<file path="src/rtl/nco_pitch_sequencer_pkg.sv">
// nco_pkg: shared constants, note FSM states and pitch saturation for the NCO pitch sequencer
package nco_pkg;
  localparam int NOTES_PER_OCT = 12;
  localparam logic [23:0] NOTE_TBL [12] = '{
    24'h800000, 24'h879C7D, 24'h8FACD6, 24'h9837F0, 24'hA14518, 24'hAADC08,
    24'hB504F3, 24'hBFC887, 24'hCB2FF5, 24'hD744FD, 24'hE411F0, 24'hF1A1BF
  };
  typedef enum logic [1:0] {IDLE, DIV, LOOKUP, WRITE} note_state_t;
  function automatic logic [23:0] sat24(input logic signed [25:0] s);
    return s < 0 ? 24'd0 : (s > 26'sh0FFFFFF ? 24'hFFFFFF : s[23:0]);
  endfunction
endpackage

</file>
<file path="src/rtl/nco_pitch_sequencer_note_to_inc.sv">
// note_to_inc: splits a MIDI note into octave/semitone by repeated subtraction and looks up its phase increment
module note_to_inc import nco_pkg::*; (
  input  logic        OSC_CLK,
  input  logic        reg_reset,
  input  logic        start,
  input  logic        step,
  input  logic        lookup,
  input  logic [6:0]  note,
  output logic        done,
  output logic [23:0] inc
);
  logic [6:0] rem;
  logic [3:0] oct;
  assign done = rem < 7'(NOTES_PER_OCT);
  // one subtraction per step; the top octave (10) uses the table unshifted
  always_ff @(posedge OSC_CLK or posedge reg_reset) begin
    if (reg_reset) begin
      rem <= '0;
      oct <= '0;
      inc <= '0;
    end else begin
      if (start) begin
        rem <= note;
        oct <= '0;
      end else if (step && !done) begin
        rem <= rem - 7'(NOTES_PER_OCT);
        oct <= oct + 4'd1;
      end
      if (lookup) inc <= NOTE_TBL[rem[3:0]] >> (4'd10 - oct);
    end
  end
endmodule

</file>
<file path="src/rtl/nco_pitch_sequencer.sv">
// nco_pitch_sequencer: scans voice/oscillator slots and drives per-slot phase increments and accumulator-zero requests
module nco_pitch_sequencer import nco_pkg::*; #(
  parameter int VOICES  = 8,
  parameter int V_OSC   = 4,
  parameter int V_WIDTH = 3,
  parameter int O_WIDTH = 2,
  parameter int DET_W   = 12
) (
  input  logic               OSC_CLK,
  input  logic               reg_reset,
  input  logic               scan_en,
  input  logic               note_valid,
  output logic               note_ready,
  input  logic [V_WIDTH-1:0] note_voice,
  input  logic [6:0]         note_num,
  input  logic               note_on,
  input  logic               det_we,
  input  logic [O_WIDTH-1:0] det_ox,
  input  logic [DET_W-1:0]   det_val,
  output logic [V_WIDTH-1:0] vx,
  output logic [O_WIDTH-1:0] ox,
  output logic [23:0]        osc_pitch_val,
  output logic [VOICES-1:0]  osc_accum_zero,
  output logic               frame_start
);
  note_state_t state, state_nx;
  logic [V_WIDTH-1:0] v, voice;
  logic [O_WIDTH-1:0] o;
  logic on, accept, slot0, start, step, lookup, done;
  logic [23:0] inc;
  logic [23:0] base [VOICES];
  logic signed [DET_W-1:0] det [V_OSC];
  logic [VOICES-1:0] pending, zero_frame, set_mask;
  assign note_ready = state == IDLE;
  assign accept = note_valid && note_ready;
  assign slot0 = scan_en && v == '0 && o == '0;
  assign osc_accum_zero = zero_frame;
  assign set_mask = (state == WRITE && on) ? VOICES'(1) << voice : '0;
  note_to_inc u_note_to_inc (
    .OSC_CLK(OSC_CLK), .reg_reset(reg_reset), .start(start), .step(step),
    .lookup(lookup), .note(note_num), .done(done), .inc(inc)
  );
  // note FSM state register
  always_ff @(posedge OSC_CLK or posedge reg_reset) begin
    if (reg_reset) state <= IDLE;
    else state <= state_nx;
  end
  // note FSM next state and datapath controls
  always_comb begin
    start = accept;
    step = state == DIV;
    lookup = state == LOOKUP;
    state_nx = state == IDLE   ? (accept ? DIV : IDLE) :
               state == DIV    ? (done ? LOOKUP : DIV) :
               state == LOOKUP ? WRITE : IDLE;
  end
  // capture target voice and on/off flag of an accepted note
  always_ff @(posedge OSC_CLK or posedge reg_reset) begin
    if (reg_reset) begin
      voice <= '0;
      on <= 1'b0;
    end else if (accept) begin
      voice <= note_voice;
      on <= note_on;
    end
  end
  // per-voice base increment; note-off silences the voice
  always_ff @(posedge OSC_CLK or posedge reg_reset) begin
    if (reg_reset) base <= '{default: '0};
    else if (state == WRITE) base[voice] <= on ? inc : '0;
  end
  // per-oscillator signed detune, writable at any time
  always_ff @(posedge OSC_CLK or posedge reg_reset) begin
    if (reg_reset) det <= '{default: '0};
    else if (det_we) det[det_ox] <= det_val;
  end
  // slot scan counter, oscillator index carries into voice index
  always_ff @(posedge OSC_CLK or posedge reg_reset) begin
    if (reg_reset) begin
      v <= '0;
      o <= '0;
    end else if (scan_en) begin
      o <= o == O_WIDTH'(V_OSC - 1) ? '0 : o + 1'b1;
      v <= o != O_WIDTH'(V_OSC - 1) ? v : (v == V_WIDTH'(VOICES - 1) ? '0 : v + 1'b1);
    end
  end
  // frame-aligned zero requests; a request set on the latch cycle lands in the next frame
  always_ff @(posedge OSC_CLK or posedge reg_reset) begin
    if (reg_reset) begin
      pending <= '0;
      zero_frame <= '0;
    end else begin
      if (slot0) zero_frame <= pending;
      pending <= (slot0 ? '0 : pending) | set_mask;
    end
  end
  // one-cycle output pipeline, frozen while scanning is paused
  always_ff @(posedge OSC_CLK or posedge reg_reset) begin
    if (reg_reset) begin
      vx <= '0;
      ox <= '0;
      osc_pitch_val <= '0;
      frame_start <= 1'b0;
    end else if (scan_en) begin
      vx <= v;
      ox <= o;
      frame_start <= v == '0 && o == '0;
      osc_pitch_val <= sat24($signed({2'b00, base[v]}) + 26'(det[o]));
    end
  end
endmodule
</file>
<file path="config.mk">
export PLATFORM = sky130hd
export DESIGN_NAME = nco_pitch_sequencer
export DESIGN_NICKNAME = d
export VERILOG_FILES = /design/src/rtl/nco_pitch_sequencer_pkg.sv /design/src/rtl/nco_pitch_sequencer_note_to_inc.sv /design/src/rtl/nco_pitch_sequencer.sv
export SDC_FILE = /design/constraint.sdc
export NUM_CORES = 1
export LEC_CHECK = 0
export ABC_AREA = 0
export BUFFER_PORTS_ARGS = -buffer_cell sky130_fd_sc_hd__buf_4
export CAP_MARGIN = 25
export CORE_MARGIN = 2
export CORE_UTILIZATION = 50
export DETAILED_ROUTE_END_ITERATION = 7
export GPL_ROUTABILITY_DRIVEN = 0
export GPL_TIMING_DRIVEN = 0
export HOLD_SLACK_MARGIN = 0.15
export PLACE_DENSITY_LB_ADDON = 0.2
export SYNTH_ARGS = -nofsm -noshare
export SYNTH_HDL_FRONTEND = slang
export SYNTH_HIERARCHICAL = 1
export SYNTH_SLANG_ARGS = --single-unit
export TNS_END_PERCENT = 20
</file>
<file path="constraint.sdc">
create_clock -name OSC_CLK -period 12.4 [get_ports OSC_CLK]
set_clock_uncertainty 0.1 [all_clocks]
set_input_delay 2.48 -clock OSC_CLK [delete_from_list [all_inputs] [get_ports OSC_CLK]]
set_output_delay 2.48 -clock OSC_CLK [all_outputs]
set_load 0.01 [all_outputs]
</file>
==> impl_metrics.json <==
{
  "synth_area_leaders": "dfrtp_1 (49%), mux4_2 (8.1%), o21ai_0 (7.3%)",
  "endpoint": "osc_pitch_val[22]$_DFFE_PP0P_",
  "cts_tree": "built",
  "clk_latency_ps": 520,
  "critPathCaptureType": "register",
  "gr-usage-all-layers": 0.260,
  "highest_layer": "met4",
  "ys_types": 80,
  "antenna_found_initial": 0,
  "syn_avg_cell_area_um2": 10.5,
  "r2r_end": "osc_pitch_val[22]$_DFFE_PP0P_",
  "whs_path_depth": 2,
  "grt_pass1_wl_mm": 72.6,
  "rows": 67,
  "viasPerCell": 5.96,
  "cp-start-kind": "register",
  "reg2reg_from": "v[0]$_DFFE_PP0P_",
  "hold_path.class": "register to register",
  "drive_above_1_share": 0.189,
  "synth_ff_type": "dfrtp_1",
  "synth_nets": 1684,
  "synth_edf_count": 0,
  "rr_worst_depth": 14,
  "diodes": 0,
  "yosysTopAreaCell": "dfrtp_1",
  "drt-total-wl_mm": 44.8,
  "route.vias.total": 13042,
  "first_iter_violations": 980,
  "wl_per_cell_um": 20.5,
  "drv_cap": 0,
  "grt.overflow.total": 0,
  "synth_seq_cells": 332,
  "synth_top_area_frac": 0.489,
  "pwr-share-clk": 0.201,
  "p_leak_uw": 0.00853,
  "dp_hpwl_mm": 32.6,
  "synth_common_cells": "dfrtp_1 (332), nand2_1 (280), o21ai_0 (247)",
  "regArea_um2": 8310,
  "root_buffer": "clkbuf_16",
  "instances_no_fill": 2188,
  "initial_core_util": 0.508,
  "cts.htree.levels": 2,
  "vdd_drop_max_v": 0.000208,
  "fin_area_um2": 19200,
  "seq_power_share": 0.317,
  "worstSetupPathType": "register to register",
  "switchingPower_uw": 2040,
  "swShare": 0.406,
  "area_growth_pct": 13.2,
  "ctsHoldBuffers": 0,
  "finalNetCount": 1793,
  "synth.most_common_cell": "dfrtp_1",
  "synthCells": 1612,
  "finalHoldViolations": 0,
  "multiInputGateArea_um2": 7990,
  "cellPowerDensity_nw_per_um2": 261,
  "cts_resized": 0,
  "post_cts.repair.setup_buffers": 0,
  "place_area_um2": 18100,
  "p_int_uw": 2980,
  "power_frac_comb": 0.482,
  "yosys_warnings": 6,
  "r2r_setup_slack_ps": 7450,
  "fin_total_pwr_uw": 5010,
  "chipHeight_um": 188,
  "startpoint": "v[0]$_DFFE_PP0P_",
  "tightest_slew_ps": 875,
  "rsz0062_at_grt": "false",
  "max-slew-margin-rel": 0.417,
  "dp.cells": 2131,
  "ys_async_sr_fraction": 1.00,
  "final.min_clock_period_ps": 4950,
  "fp.dieW_um": 188,
  "setup_viol": 0,
  "firstDrtPassIters": 7,
  "arrival_ps": 5220,
  "min_period_over_period": 0.399,
  "slew_violations": 0,
  "ant_nets": 0,
  "clkTransAtPathRegs_ps": 60,
  "port_buffers": 68,
  "wl_met2_mm": 21.7,
  "grt_pass1_vias": 13110,
  "critPathRequiredTime_ps": 12670,
  "fillers": 2803,
  "grt_max_degree": 132,
  "cts_made_buffers": 36,
  "top_level_ports": 69,
  "route.met3.wl_mm": 2.75,
  "drt_drc_violations_left": 0,
  "crit_fanout": 10,
  "core-area_um2": 33400,
  "dieArea_um2": 35400,
  "synth_seq_area_share": 0.489,
  "cts.sinks": 332,
  "wl_met1_mm": 18.9,
  "outcome": "finished, final reports clean",
  "fmax_mhz": 202,
  "cts_max_path_buffers": 3,
  "syn_area_um2": 17000
}
[worst max-delay path: stages (launching register included)]
cell,delay (ps)
dfrtp_1,370
clkbuf_1,420
buf_2,460
mux4_2,560
mux2_2,330
ha_1,240
fa_1,410
a21o_1,210
a221o_1,390
a311oi_1,540
o211ai_1,170
nand2_1,140
o31a_1,170
xor2_1,180
o221ai_1,120
[power by group through the flow]
| stage | Clock (µW) | Sequential, µW | Combinational [µW] |
|---|---|---|---|
| after floorplan | 0 | 1570 | 1720 |
| after global placement | 0 | 1590 | 2340 |
| after detailed placement | 0 | 1600 | 2380 |
| after CTS | 1020 | 1590 | 2390 |
| after global routing | 1070 | 1630 | 2640 |
| final | 1010 | 1590 | 2420 |
[worst min-delay path by stage]
| stage | start | slack [ps] | to |
|---|---|---|---|
| after global routing | pending[7]$_DFF_PP0_ | 400 | pending[7]$_DFF_PP0_ |
| after CTS | base[97]$_DFFE_PP0P_ | 380 | base[97]$_DFFE_PP0P_ |
| after global placement | base[69]$_DFFE_PP0P_ | 360 | base[69]$_DFFE_PP0P_ |
| final | base[69]$_DFFE_PP0P_ | 370 | base[69]$_DFFE_PP0P_ |
| after floorplan | base[120]$_DFFE_PP0P_ | 340 | base[120]$_DFFE_PP0P_ |
| after detailed placement | base[97]$_DFFE_PP0P_ | 360 | base[97]$_DFFE_PP0P_ |
[layer usage]
| layer | track usage | up-vias |
|---|---|---|
| met5 | 0 | - |
| met4 | 0.0927 | 0 |
| met3 | 0.0371 | 101 |
| met2 | 0.433 | 474 |
| met1 | 0.349 | 6508 |
| li1 | - | 5959 |
[final cells by class]
cell class                      instances  share of cell area
Multi-Input combinational cell       1120               0.416
Sequential cell                       332               0.432
Clock buffer                           54              0.0551
Inverter                               51              0.0103
Timing Repair Buffer                   71              0.0309
Buffer                                109              0.0256
Clock inverter                          3             0.00117
Tap cell                              448              0.0292
[placed cells by master, fill, tap and decap left out, types with 8 or more instances in the layout]
cell type and count:
dfrtp_1 332, nand2_1 280, o21ai_0 247, mux2_2 94, clkbuf_1 79, buf_4 74, nor2_1 69, mux4_2 61
inv_1 49, a21oi_1 42, ha_1 41, clkbuf_16 37, buf_2 22, o22ai_1 21, a21o_1 18, xnor2_1 18
nand3_1 15, nand2b_1 15, o221ai_1 13, mux2i_1 10, xor2_1 10, and2_1 9, a31oi_1 9, o211ai_1 9
nor2b_1 8, a22oi_1 8, and3_1 8, o2bb2ai_1 8
[through the flow]
stage	setup WS (ps)	TNS, ps	utilization	hold WS, ps
after global placement	-1500	-438730	0.540	357
final	7450	0	0.575	372
after floorplan	1620	0	-	345
after global routing	7220	0	0.575	397
after CTS	7440	0	0.575	378
after detailed placement	7510	0	0.542	365
[cell families (layout without fill, tap and decap cells)]
logic type | after synthesis | in the layout | share of synthesized area
XOR/XNOR | 29 | 29 | 0.0154
buffers and inverters | 160 | 288 | 0.0402
AND/OR/NAND/NOR | 435 | 435 | 0.109
multiplexers | 167 | 167 | 0.151
adder cells (fa/ha/maj) | 42 | 42 | 0.0314
flip-flops | 332 | 332 | 0.489
AO/OA/AOI/OAI | 447 | 447 | 0.164
[flip-flops by register name (all words and copies together) (netlist names)]
name and cells:
base 192, det 48, osc_pitch_val 24, u_note_to_inc/inc 24, osc_accum_zero 8, pending 8, u_note_to_inc/rem 7, u_note_to_inc/oct 4
v 3, voice 3, vx 3, o 2, ox 2, state 2, frame_start 1, on 1
Note: power is estimated with default switching activity, not from simulation.
